## src/rtl/interconnect_cfg_ctrl_pkg.sv

```systemverilog
// Shared definitions for the interconnect configuration sequencer: state
// encoding, switch-code limits and index-width helper.
package interconnect_cfg_ctrl_pkg;

  // Must match the select width of interconnect_unit.
  localparam int SEL_W_DEF   = 6;
  localparam int MAX_SEL_DEF = 39;

  typedef enum logic [2:0] {
    ST_IDLE,
    ST_LOAD,
    ST_RELEASE,
    ST_DONE,
    ST_ERROR
  } cfg_state_t;

  function automatic int idx_width(input int n);
    return (n > 1) ? $clog2(n) : 1;
  endfunction

endpackage

```

## src/rtl/interconnect_cfg_ctrl_if.sv

```systemverilog
// Switch-code stream from the bitstream loader into the configuration
// sequencer: plain valid/ready handshake carrying one code per beat.
interface interconnect_cfg_ctrl_if
  import interconnect_cfg_ctrl_pkg::*;
#(
  parameter int SEL_W = SEL_W_DEF
);
  logic             cfg_valid;
  logic [SEL_W-1:0] cfg_data;
  logic             cfg_ready;

  modport master (output cfg_valid, output cfg_data, input cfg_ready);
  modport slave  (input cfg_valid, input cfg_data, output cfg_ready);
endinterface

```

## src/rtl/interconnect_cfg_ctrl.sv

```systemverilog
// Loads per-input interconnect switch codes, holds the CLB array in program
// mode while loading, then releases the CLBs one per cycle.
module interconnect_cfg_ctrl
  import interconnect_cfg_ctrl_pkg::*;
#(
  parameter int NUM_CLB = 8,
  parameter int LUT_K   = 4,
  parameter int SEL_W   = SEL_W_DEF,
  parameter int MAX_SEL = MAX_SEL_DEF,
  localparam int TOTAL  = NUM_CLB * LUT_K,
  localparam int IDX_W  = idx_width(TOTAL),
  localparam int RC_W   = idx_width(NUM_CLB)
) (
  input  logic                     clk,
  input  logic                     rst_b,
  input  logic                     cfg_start,
  input  logic                     cfg_abort,
  interconnect_cfg_ctrl_if.slave   cfg,
  output logic [TOTAL*SEL_W-1:0]   switch_bus,
  output logic                     prgm_b,
  output logic [NUM_CLB-1:0]       clb_prgm_b,
  output logic                     cfg_done,
  output logic                     cfg_err,
  output logic [IDX_W-1:0]         err_index
);

  localparam logic [IDX_W-1:0] LAST_W = IDX_W'(TOTAL - 1);
  localparam logic [RC_W-1:0]  LAST_R = RC_W'(NUM_CLB - 1);

  cfg_state_t       state, state_nxt;
  logic [IDX_W-1:0] wcnt;
  logic [RC_W-1:0]  rcnt;
  logic             ready;
  logic [SEL_W-1:0] word;
  logic             accept, bad_word, last_word, abort_now, start_now;

  function automatic logic sel_legal(input logic [SEL_W-1:0] code);
    return code <= SEL_W'(MAX_SEL);
  endfunction

  assign word          = cfg.cfg_data;
  assign cfg.cfg_ready = ready;

  always_ff @(posedge clk or negedge rst_b) begin
    if (!rst_b) state <= ST_IDLE;
    else        state <= state_nxt;
  end

  always_comb begin
    state_nxt = state;
    accept    = 1'b0;
    bad_word  = 1'b0;
    last_word = 1'b0;
    abort_now = 1'b0;
    start_now = 1'b0;
    unique case (state)
      ST_IDLE, ST_DONE, ST_ERROR: begin
        if (cfg_start) begin
          start_now = 1'b1;
          state_nxt = ST_LOAD;
        end
      end
      ST_LOAD: begin
        // Abort outranks a handshake in the same cycle, so the word is dropped.
        if (cfg_abort) begin
          abort_now = 1'b1;
          state_nxt = ST_IDLE;
        end else if (cfg.cfg_valid && ready) begin
          accept = 1'b1;
          if (!sel_legal(word)) begin
            bad_word  = 1'b1;
            state_nxt = ST_ERROR;
          end else if (wcnt == LAST_W) begin
            last_word = 1'b1;
            state_nxt = ST_RELEASE;
          end
        end
      end
      ST_RELEASE: begin
        if (cfg_abort) begin
          abort_now = 1'b1;
          state_nxt = ST_IDLE;
        end else if (rcnt == LAST_R) begin
          state_nxt = ST_DONE;
        end
      end
      default: state_nxt = ST_IDLE;
    endcase
  end

  always_ff @(posedge clk or negedge rst_b) begin
    if (!rst_b) begin
      switch_bus <= '0;
      prgm_b     <= 1'b0;
      clb_prgm_b <= '1;
      ready      <= 1'b0;
      cfg_done   <= 1'b0;
      cfg_err    <= 1'b0;
      err_index  <= '0;
      wcnt       <= '0;
      rcnt       <= '0;
    end else if (abort_now) begin
      switch_bus <= '0;
      prgm_b     <= 1'b0;
      clb_prgm_b <= '1;
      ready      <= 1'b0;
      cfg_done   <= 1'b0;
    end else if (start_now) begin
      // Reconfiguration keeps the old codes until each slot is rewritten.
      wcnt       <= '0;
      prgm_b     <= 1'b0;
      clb_prgm_b <= '1;
      cfg_done   <= 1'b0;
      cfg_err    <= 1'b0;
      ready      <= 1'b1;
    end else if (accept) begin
      if (bad_word) begin
        err_index <= wcnt;
        cfg_err   <= 1'b1;
        ready     <= 1'b0;
      end else begin
        switch_bus[wcnt*SEL_W +: SEL_W] <= word;
        if (last_word) begin
          ready  <= 1'b0;
          prgm_b <= 1'b1;
          rcnt   <= '0;
        end else begin
          wcnt <= wcnt + 1'b1;
        end
      end
    end else if (state == ST_RELEASE) begin
      clb_prgm_b[rcnt] <= 1'b0;
      if (rcnt == LAST_R) cfg_done <= 1'b1;
      else                rcnt     <= rcnt + 1'b1;
    end
  end

endmodule

```

## src/flat_wrapper.sv

```systemverilog
// flat-port wrapper written by rule: the top's interface ports become plain ports
module interconnect_cfg_ctrl_flat import interconnect_cfg_ctrl_pkg::*;
#(
  parameter int NUM_CLB = 8,
  parameter int LUT_K   = 4,
  parameter int SEL_W   = SEL_W_DEF,
  parameter int MAX_SEL = MAX_SEL_DEF,
  localparam int TOTAL  = NUM_CLB * LUT_K,
  localparam int IDX_W  = idx_width(TOTAL),
  localparam int RC_W   = idx_width(NUM_CLB)
)
  (clk, rst_b, cfg_start, cfg_abort, switch_bus, prgm_b, clb_prgm_b, cfg_done, cfg_err, err_index, cfg_cfg_valid, cfg_cfg_data, cfg_cfg_ready);
  interconnect_cfg_ctrl_if #(.SEL_W(SEL_W)) cfg_i ();
  input  logic clk;
  input  logic rst_b;
  input  logic cfg_start;
  input  logic cfg_abort;
  output logic [TOTAL*SEL_W-1:0] switch_bus;
  output logic prgm_b;
  output logic [NUM_CLB-1:0] clb_prgm_b;
  output logic cfg_done;
  output logic cfg_err;
  output logic [IDX_W-1:0] err_index;
  input wire logic [$bits(cfg_i.cfg_valid)-1:0] cfg_cfg_valid;
  input wire logic [$bits(cfg_i.cfg_data)-1:0] cfg_cfg_data;
  output wire logic [$bits(cfg_i.cfg_ready)-1:0] cfg_cfg_ready;
  assign cfg_i.cfg_valid = cfg_cfg_valid;
  assign cfg_i.cfg_data = cfg_cfg_data;
  assign cfg_cfg_ready = cfg_i.cfg_ready;
  interconnect_cfg_ctrl #(.NUM_CLB(NUM_CLB), .LUT_K(LUT_K), .SEL_W(SEL_W), .MAX_SEL(MAX_SEL)) u_core (.clk(clk), .rst_b(rst_b), .cfg_start(cfg_start), .cfg_abort(cfg_abort), .cfg(cfg_i), .switch_bus(switch_bus), .prgm_b(prgm_b), .clb_prgm_b(clb_prgm_b), .cfg_done(cfg_done), .cfg_err(cfg_err), .err_index(err_index));
endmodule
```

## config.mk

```make
export PLATFORM = sky130hd
export DESIGN_NAME = interconnect_cfg_ctrl_flat
export DESIGN_NICKNAME = d
export VERILOG_FILES = /design/src/rtl/interconnect_cfg_ctrl_pkg.sv /design/src/rtl/interconnect_cfg_ctrl_if.sv /design/src/rtl/interconnect_cfg_ctrl.sv /design/src/flat_wrapper.sv
export SDC_FILE = /design/constraint.sdc
export NUM_CORES = 1
export LEC_CHECK = 0
export ABC_AREA = 1
export ABC_CLOCK_PERIOD_IN_PS = 4400
export BUFFER_PORTS_ARGS = -buffer_cell sky130_fd_sc_hd__buf_2
export CORE_MARGIN = 2
export CORE_UTILIZATION = 52
export DETAILED_ROUTE_END_ITERATION = 7
export HOLD_SLACK_MARGIN = 0.15
export PLACE_DENSITY = 0.8
export RECOVER_POWER = 25
export SYNTH_ARGS = -nofsm -noshare
export SYNTH_HDL_FRONTEND = slang
export SYNTH_SLANG_ARGS = --single-unit
```

## constraint.sdc

```tcl
create_clock -name clk -period 4.4 [get_ports clk]
set_input_delay 0.66 -clock clk [delete_from_list [all_inputs] [get_ports clk]]
set_output_delay 0.66 -clock clk [all_outputs]
set_load 0.1 [all_outputs]
```

==> impl_metrics.ini <==
[yosys]
synth_nets = 1551
synth_area_leader_cell = dfrtp_1
synth_edf_count = 0
synth_mux_area_share_pct = 0
synthCells = 1528
async_flop_share_pct = 100
synth_area_um2 = 11700
ys_seq_area_share_pct = 47.1
synthSimpleGateAreaFrac_pct = 35.1
postSynthAreaPerCell_um2 = 7.67
synthFlopType = dfrtp_1
ys_ff_latch = 220
synthAdderAreaFrac_pct = 1.35
yosys_warnings = 0
yosysUniqueCellTypes = 44
synthTopCellsByArea = dfrtp_1 45%, nand2_1 15%, nand3_1 8.2%, nor2_1 4.9%, o21ai_0 3.8%
synth_top_family_by_area = simple AND/OR/NAND/NOR gates
synth-xor-area-share_pct = 0.150
synth_top_area_share_pct = 45.3
synth_compound_area_share_pct = 9.75

[sta]
maxSlewViolCount = 158
min_period_ns = 4.07
worst_pin_slew_ns = 2.06
slew_headroom_pct = -37.5
rsz0062_at_grt = no
finalCritPeriodShare_pct = 92.4
hold_viol_final = 0
tns_ns = 0
fin_worst_skew_ns = 0.0131
finalSetupViolations = 0
fmax_ghz = 0.246

[cells_and_area]
layout-area-overhead-vs-synth_pct = 17.5
drive_gt1_share_pct = 20.1
final_common_cell = nand2_1
antenna_cells = 0
final_cell_mix = 462 x nand2_1, 218 x buf_2, 212 x dfrtp_1
final_nets = 1747

[power]
p_int_w = 0.00418
cellLeakagePower_nw = 7.25
total_power_w = 0.00911
pwr-share-seq_pct = 24.0
clkPwrFrac_pct = 21.5
pwr-share-comb_pct = 54.5
powerDensity_nw_per_um2 = 662
vdd_drop_max_uv = 664
netSwitchingFraction_pct = 54.1
power.switching_w = 0.00493

[grt]
gr-total-overflow = 0
grt_pass1_wl_um = 59300
grt_util_all_layers_pct = 31.0
grt_antenna_before_repair = 0
grt_pass1_vias = 11300
grt_max_degree = 105

[clock_tree]
clk_path_buf_depth = 3
root_buffer = clkbuf_16
cts-htree-levels = 1
clk_pin_slew_worst_paths_ns = 0.06
postCtsHoldBufs = 0
cts_tree = built
cts_resized = 0
cts_sinks = 220
clock_latency_ns = 0.52
numCtsBuffers = 25
postCtsSetupBuffers = 0

[worst_setup_path]
cp_max_fo = 15
critPathRequiredTime_ns = 4.80
r2r_end = u_core.switch_bus[52]
r2r-start = u_core.wcnt[1]
path_class = reg -> reg
crit_path_start = u_core.wcnt[1]
worst-path-buf-inv = 4
crit_end = u_core.switch_bus[52]
rrSetupSlack_ns = 0.33
crit_path_top_delay_cell = fa_1
rr_worst_depth = 15
critPathLaunchType = flip-flop
cp_top_family = simple AND/OR/NAND/NOR gates
slowest_delay_ns = 0.47
crit_cells = 15
cp_cell_sequence = ha_1, fa_1, xnor2_1, nand3_1, nor2_2, nand2_1, inv_1, ha_1, clkinvlp_4, nor2_4, inv_2, nor2_2, inv_1, o211ai_1, nand2_1
end_kind = flip-flop
cp.arrival_ns = 4.47

[floorplanning]
die_y_um = 154
core_area_um2 = 22000
die-width_um = 154
die-area_um2 = 23700
start_util_pct = 53.3
io_pins = 220
rows = 54

[routing]
dr.first_iter.drc_count = 1298
routed_wirelength_um = 37300
drc = 0
wl_per_cell_um = 18.5
firstDrtPassIters = 6
vias = 11700
viasPerCell = 5.82
ant_nets = 0

[place]
place.gp.congestion = 0.939
port_buffers = 219
place.detailed.hpwl_um = 26600

[outcome]
violations = capacitance limit, slew limit
status = finished with violations

[job]
maxCapViolCount = 3

[hold_path]
hold_class = reg -> reg
[cell type report]
type / count / area [um^2]
multi-input combinational: 1123 / 5420
clock inverter: 3 / 46.3
clock buffer: 39 / 708
fill: 1978 / 8200
timing repair buffer: 244 / 1290
tap: 280 / 350
inverter: 110 / 424
sequential: 220 / 5520
[synthesized netlist by cell type, types with 18 or more instances]
| cell | n |
|---|---|
| nand2_1 | 462 |
| o21ai_0 | 90 |
| inv_2 | 18 |
| buf_2 | 26 |
| buf_1 | 18 |
| clkbuf_1 | 25 |
| dfrtp_1 | 212 |
| nor2_1 | 154 |
| nand4_1 | 59 |
| nand3_1 | 193 |
| o211ai_1 | 41 |
| inv_1 | 89 |
[metal layers]
metal  global-route usage [%]  wire (um)  vias up
li1                         -          -     5482
met1                     41.9      15200     5570
met2                     49.4      17100      604
met3                     7.13       3730       89
met4                     10.5       1190        0
met5                        0          0        -
[registers in the layout, summed over array words and instances (netlist names)]
signal / count
u_core.state: 3
u_core.prgm_b: 1
u_core.rcnt: 3
u_core.cfg.cfg_ready: 1
u_core.cfg_done: 1
u_core.cfg_err: 1
u_core.clb_prgm_b: 8
u_core.err_index: 5
u_core.wcnt: 5
u_core.switch_bus: 192
[power groups by stage]
stage / Combinational, W / Clock, W / Sequential [W]
final: 0.00496 / 0.00195 / 0.00219
after global routing: 0.00532 / 0.00205 / 0.00220
after CTS: 0.00481 / 0.00197 / 0.00219
after detailed placement: 0.00480 / 0 / 0.00222
after global placement: 0.00475 / 0 / 0.00222
after floorplan: 0.00312 / 0 / 0.00261
[cells by family (layout without fill, tap and decap cells)]
| logic type | count (synthesis) | after routing |
|---|---|---|
| buffers and inverters | 185 | 396 |
| and+or+nand+nor | 919 | 919 |
| AOI/OAI and AO/OA | 190 | 190 |
| xor gates and xnor gates | 2 | 2 |
| adders and majority gates | 12 | 12 |
| DFF | 220 | 220 |
[through the flow]
| stage | utilization (%) | cells | hold WS [ns] | setup slack, ns | instance area (um^2) |
|---|---|---|---|---|---|
| floorplan | - | 1528 | 0.364 | 0.746 | 11700 |
| global placement | 59.3 | 1977 | 0.461 | 0.530 | 13000 |
| detailed placement | 59.3 | 1977 | 0.464 | 0.375 | 13000 |
| CTS | 62.8 | 2019 | 0.215 | 0.342 | 13800 |
| global route | 62.7 | 2019 | 0.492 | 0.0492 | 13800 |
| finish | 62.7 | 2019 | 0.471 | 0.332 | 13800 |
[worst min path at each step]
stage	start	endpoint	slack [ns]	depth (start not counted)
2_1_floorplan	rst_b	u_core.cfg.cfg_ready	0.36	0
3_3_place_gp	u_core.clb_prgm_b[2]	u_core.clb_prgm_b[2]	0.46	2
3_5_place_dp	u_core.clb_prgm_b[3]	u_core.clb_prgm_b[3]	0.46	2
4_1_cts	rst_b	u_core.err_index[1]	0.22	1
5_1_grt	u_core.clb_prgm_b[5]	u_core.clb_prgm_b[5]	0.49	2
6_report	u_core.clb_prgm_b[3]	u_core.clb_prgm_b[3]	0.47	2
[worst reg2reg max path: stages, from the launching register on]
cell and delay, ns:
dfrtp_1 0.43, ha_1 0.27, fa_1 0.47, xnor2_1 0.28, nand3_1 0.15, nor2_2 0.18
nand2_1 0.11, inv_1 0.07, ha_1 0.34, clkinvlp_4 0.30, nor2_4 0.29, inv_2 0.22
nor2_2 0.44, inv_1 0.12, o211ai_1 0.20, nand2_1 0.08
Power figures use the tool's default switching activity.
